[config.mk]
export PLATFORM = sky130hd
export DESIGN_NAME = vec_xform_pipe
export DESIGN_NICKNAME = d
export VERILOG_FILES = /design/src/rtl/vec_xform_pkg.sv /design/src/rtl/vec_pipe_stage.sv /design/src/rtl/vec_xform_pipe.sv
export SDC_FILE = /design/constraint.sdc
export NUM_CORES = 1
export LEC_CHECK = 0
export ABC_AREA = 1
export CAP_MARGIN = 20
export CORE_ASPECT_RATIO = 0.9
export CORE_MARGIN = 1.5
export CORE_UTILIZATION = 53
export DETAILED_ROUTE_END_ITERATION = 8
export GPL_TIMING_DRIVEN = 1
export PLACE_DENSITY = 0.94
export SLEW_MARGIN = 20
export SYNTH_ARGS = -nofsm -noshare
export SYNTH_HDL_FRONTEND = slang
export SYNTH_HIERARCHICAL = 1
export SYNTH_SLANG_ARGS = --single-unit
export TNS_END_PERCENT = 1
[constraint.sdc]
create_clock -name clk -period 2 [get_ports clk]
set_input_delay 0.4 -clock clk [delete_from_list [all_inputs] [get_ports clk]]
set_output_delay 0.4 -clock clk [all_outputs]
set_load 0.02 [all_outputs]
[src/rtl/vec_xform_pkg.sv]
// rtl/vec_xform_pkg.sv - shared mode encodings and the vector transform function
//
// Contents:
//   MODE_PASS/MODE_INV/MODE_REV/MODE_GRAY : 2-bit transform selects
//   XFORM_MAX_W                           : widest vector xform() handles
//   xform(data, mode, width)              : applies the selected transform to
//                                           the low `width` bits of data and
//                                           returns it zero-extended
package vec_xform_pkg;

    localparam logic [1:0] MODE_PASS = 2'b00;
    localparam logic [1:0] MODE_INV  = 2'b01;
    localparam logic [1:0] MODE_REV  = 2'b10;
    localparam logic [1:0] MODE_GRAY = 2'b11;

    localparam int XFORM_MAX_W = 64;

    // Width is a run-time argument so one function serves every WIDTH
    // parameterisation; callers pass a constant, so it folds away in synthesis.
    function automatic logic [XFORM_MAX_W-1:0] xform(
        input logic [XFORM_MAX_W-1:0] data,
        input logic [1:0]             mode,
        input int                     width
    );
        logic [XFORM_MAX_W-1:0] mask;
        logic [XFORM_MAX_W-1:0] d;
        logic [XFORM_MAX_W-1:0] tmp;
        logic [XFORM_MAX_W-1:0] r;
        if (width >= XFORM_MAX_W) begin
            mask = '1;
        end else begin
            mask = (XFORM_MAX_W'(1) << width) - XFORM_MAX_W'(1);
        end
        d   = data & mask;
        tmp = d;
        r   = '0;
        case (mode)
            MODE_PASS: r = d;
            MODE_INV:  r = ~d & mask;
            MODE_REV: begin
                // Shift the LSB of the source into the LSB of the result each
                // step; after `width` steps source bit 0 sits at width-1.
                for (int i = 0; i < XFORM_MAX_W; i++) begin
                    if (i < width) begin
                        r   = {r[XFORM_MAX_W-2:0], tmp[0]};
                        tmp = tmp >> 1;
                    end
                end
            end
            default:   r = d ^ (d >> 1);
        endcase
        return r;
    endfunction

endpackage

[src/rtl/vec_pipe_stage.sv]
// rtl/vec_pipe_stage.sv - one elastic pipeline register with valid/data/mode
//
// Ports:
//   clk, rst_n          : clock, asynchronous active-low reset
//   adv_next            : downstream stage (or consumer) can take a beat
//   up_valid/up_data/up_mode : beat offered by the upstream side
//   valid/data/mode     : registered beat held by this stage
//   adv                 : this stage loads on the next edge (empty or draining)
module vec_pipe_stage
    import vec_xform_pkg::*;
#(
    parameter int WIDTH = 4
) (
    input  logic             clk,
    input  logic             rst_n,
    input  logic             adv_next,
    input  logic             up_valid,
    input  logic [WIDTH-1:0] up_data,
    input  logic [1:0]       up_mode,
    output logic             valid,
    output logic [WIDTH-1:0] data,
    output logic [1:0]       mode,
    output logic             adv
);

    // An empty stage always loads, which is what lets bubbles collapse while
    // the stages below it are stalled.
    assign adv = !valid || adv_next;

    always_ff @(posedge clk or negedge rst_n) begin
        if (!rst_n) begin
            valid <= 1'b0;
            data  <= '0;
            mode  <= MODE_PASS;
        end else if (adv) begin
            valid <= up_valid;
            data  <= up_data;
            mode  <= up_mode;
        end
    end

endmodule

[src/rtl/vec_xform_pipe.sv]
// rtl/vec_xform_pipe.sv - per-beat vector transform feeding a DEPTH-stage elastic pipeline
//
// Ports:
//   clk, rst_n                    : clock, asynchronous active-low reset
//   in_valid/in_ready             : source handshake
//   in_data[WIDTH], in_mode[2]    : input vector and transform select
//   out_valid/out_ready           : consumer handshake
//   out_data[WIDTH], out_mode[2]  : transformed vector and its mode
//   beat_cnt[CNT_W]               : wrapping count of output transfers
//   busy                          : any stage holds a valid beat
module vec_xform_pipe
    import vec_xform_pkg::*;
#(
    parameter int WIDTH = 4,
    parameter int DEPTH = 2,
    parameter int CNT_W = 16
) (
    input  logic             clk,
    input  logic             rst_n,
    input  logic             in_valid,
    output logic             in_ready,
    input  logic [WIDTH-1:0] in_data,
    input  logic [1:0]       in_mode,
    output logic             out_valid,
    input  logic             out_ready,
    output logic [WIDTH-1:0] out_data,
    output logic [1:0]       out_mode,
    output logic [CNT_W-1:0] beat_cnt,
    output logic             busy
);

    // Index 0 is the transformed input; index k+1 is the output of stage k.
    logic [DEPTH:0]            vld;
    logic [DEPTH:0]            adv;
    logic [DEPTH:0][WIDTH-1:0] dat;
    logic [DEPTH:0][1:0]       mod;
    logic [XFORM_MAX_W-1:0]    xf_full;

    assign xf_full = xform(XFORM_MAX_W'(in_data), in_mode, WIDTH);

    assign vld[0]     = in_valid;
    assign dat[0]     = xf_full[WIDTH-1:0];
    assign mod[0]     = in_mode;
    assign adv[DEPTH] = out_ready;

    for (genvar k = 0; k < DEPTH; k++) begin : g_stage
        vec_pipe_stage #(
            .WIDTH (WIDTH)
        ) u_stage (
            .clk      (clk),
            .rst_n    (rst_n),
            .adv_next (adv[k+1]),
            .up_valid (vld[k]),
            .up_data  (dat[k]),
            .up_mode  (mod[k]),
            .valid    (vld[k+1]),
            .data     (dat[k+1]),
            .mode     (mod[k+1]),
            .adv      (adv[k])
        );
    end

    // Stage 0 only loads when adv[0] is high, so loading in_valid there is the
    // same as loading in_valid && in_ready.
    assign in_ready  = adv[0];
    assign out_valid = vld[DEPTH];
    assign out_data  = dat[DEPTH];
    assign out_mode  = mod[DEPTH];
    assign busy      = |vld[DEPTH:1];

    always_ff @(posedge clk or negedge rst_n) begin
        if (!rst_n) begin
            beat_cnt <= '0;
        end else if (out_valid && out_ready) begin
            beat_cnt <= beat_cnt + CNT_W'(1);
        end
    end

endmodule

==> flow_summary.ini <==
[clocking]
cts_buffer_depth = 2
cts_tree = yes
cts_resized = 3
path_clk_slew_ps = 90
root_buffer = clkbuf_4
cts_setup_buffers = 0
h-tree-depth = 2
cts_sinks = 30
cts_buffers = 5
holdBufCountCts = 0
worstSkewPairLatency_ps = 320

[layout]
diodes = 0
nNetsFinal = 240
seqCellArea_um2 = 752
syn2layout_area_growth_pct = 32.8
drive_gt1_share_pct = 12.2
postLayoutCellArea_um2 = 2020
multiInputGateArea_um2 = 659
fillers = 200

[die]
start_util_pct = 55.7
rows = 18
ios = 35
dieArea_um2 = 3200
die_h_um = 53.8
coreArea_um2 = 2730
die_x_um = 59.4

[setup_path]
worstPathArrival_ps = 1460
r2r_cells = 6
path_buf_inv = 4
cpMaxStageDelayCell = clkdlybuf4s50_1
r2r-end = beat_cnt[14]$_DFFE_PN0P_
cp_cell_sequence = clkdlybuf4s50_1 > inv_2 > nand2_4 > inv_2 > nand2_4 > dlygate4sd2_1
critPathMaxFanout = 3
timing.rr.start = beat_cnt[0]$_DFFE_PN0P_
max_stage_delay_ps = 510
cp-end-kind = primary output
startpoint_type = input pin
critical_path_required_ps = 1600
critPathTopFamily = buffers and inverters
rrSetupSlack_ps = 470
critPathKind = in -> out

[placed_design]
place_ws_ps = -122
io_buffers = 34
routabilityCongestion = 0.841
placed_area_um2 = 1940
hpwlAfterDp_um = 2460

[synth]
yosysWarnings = 6
syn_inst = 183
synthAdderAreaFrac_pct = 0.824
yosys.area_share.simple_pct = 32.6
ys_types = 21
ys_seq_area_share_pct = 49.4
synth_area_leader_cell = dfrtp_1
synth_top_area_share_pct = 49.4
syn_nets = 194
synth-xor-area-share_pct = 5.77
syn-mean-instance-area_um2 = 8.30
synth_top_family_by_area = simple AND/OR/NAND/NOR gates
synth_area_leaders = dfrtp_1 49%, nand2_1 15%, nand3_1 5.9%
synthMuxAreaShare_pct = 0
synth_seq_cells = 30
synth_compound_area_share_pct = 4.20
syn_area_um2 = 1520

[timing]
hold_viol_final = 0
worst_slew_pin_slew_ps = 380
layout_setup_ws_ps = 140
setup_viol = 0
final_max_slew_viol_count = 0
relSlewSlack_pct = 74.6
skew_ps = 10.1
fmax_ghz = 0.538
period_minus_slack_ps = 1860
rsz0062_at_grt = no
period_share_pct = 93.0

[power_and_ir_drop]
worst_ir_drop_vdd_uv = 435
leakage_nw = 0.999
pwr_density_cell_nw_per_um2 = 887
total_power_mw = 1.79

[routing]
first_pass_iters = 4
vias_per_cell = 5.16
antenna_left = 0
drc = 0
wl_um = 3330
drt_iter0_drc = 60
routedWlPerCell_um = 12.3
vias = 1392

[grt]
grt_max_degree = 31
grt_pass1_vias = 1276
grt_overflow = 0
grt.total_usage_pct = 22.8
antenna_found_initial = 0
grt_pass1_wl_um = 5310

[hold_path]
min_path_type = in -> async

[outcome]
status = complete, no violations

[flow_run]
cap_violations = 0
==> registers in the layout, indices dropped and copies added, names as in the netlist <==
| name | cells |
|---|---|
| beat_cnt | 16 |
| g_stage.u_stage/data | 8 |
| g_stage.u_stage/mode | 4 |
| g_stage.u_stage/valid | 2 |
==> cells in the final DEF (no fill, tap or decap), drive strengths merged <==
cell type | netlist | routed
nand4 | 8 | 8
nor2 | 12 | 12
nand2 | 63 | 63
buf | 2 | 7
ha | 1 | 1
inv | 23 | 23
nand3 | 18 | 18
dfrtp | 30 | 30
xor2 | 5 | 5
xnor2 | 5 | 5
clkdlybuf4s50 | 0 | 32
dlygate4sd2 | 0 | 2
a211oi | 1 | 1
a21oi | 2 | 2
nor3 | 3 | 3
clkbuf | 0 | 8
or2 | 1 | 1
o22ai | 1 | 1
o21ai | 8 | 8
==> worst register-to-register path: cells and delay by family, from the launching register on <==
family / cells / cell delay [ps]
AND/OR/NAND/NOR: 4 / 780
flip-flops: 1 / 430
buffers and inverters: 1 / 50
adder cells (fa/ha/maj): 1 / 180
==> stage by stage <==
stage | instances | hold slack (ps) | setup TNS (ps) | util, %
3_5_place_dp | 262 | 465 | -122 | 71.2
4_1_cts | 270 | 442 | 0 | 74.0
3_3_place_gp | 262 | 454 | -129 | 71.2
6_report | 270 | 450 | 0 | 74.0
5_1_grt | 270 | 477 | 0 | 74.0
2_1_floorplan | 183 | 104 | 0 | -
==> worst max-delay path by stage <==
stage | end | startpoint | slack (ps) | depth (start not counted)
global route | out_valid | g_stage[1].u_stage/valid$_DFFE_PN0P_ | 80 | 1
global placement | in_ready | out_ready | -130 | 6
finish | in_ready | out_ready | 140 | 6
CTS | out_valid | g_stage[1].u_stage/valid$_DFFE_PN0P_ | 130 | 1
floorplan | beat_cnt[10]$_DFFE_PN0P_ | beat_cnt[0]$_DFFE_PN0P_ | 610 | 5
detailed placement | in_ready | out_ready | -120 | 6
==> layer usage <==
layer	GRT usage, %	wire (um)
met1	27.9	1370
met2	38.8	1780
met3	5.05	129
met4	10.2	40
met5	0	0
==> report_power, final <==
part	leakage, nW	switching [mW]	internal [mW]
Sequential	0.369	0.106	0.707
Clock	0.0446	0.197	0.240
Combinational	0.585	0.291	0.248
==> area by class of cell <==
cell class / count / share of cell area, %
clock buffer: 8 / 3.91
timing repair buffer: 41 / 19.4
sequential: 30 / 37.3
inverter: 23 / 4.28
tap: 40 / 2.48
multi-input combinational: 128 / 32.7
==> synthesized netlist by cell type, drive strengths merged <==
master and instances:
nand2 63, nor3 3, inv 23, or2 1
a21oi 2, nor2 12, o22ai 1, nand4 8
a211oi 1, nand3 18, ha 1, xor2 5
buf 2, xnor2 5, o21ai 8, dfrtp 30
==> logic make-up after synthesis <==
logic type / count (synthesis)
adders and majority gates: 1
and+or+nand+nor: 105
xor gates and xnor gates: 10
buffers and inverters: 25
AOI/OAI and AO/OA: 12
DFF: 30
No activity file was read; power rests on OpenSTA's default activity.
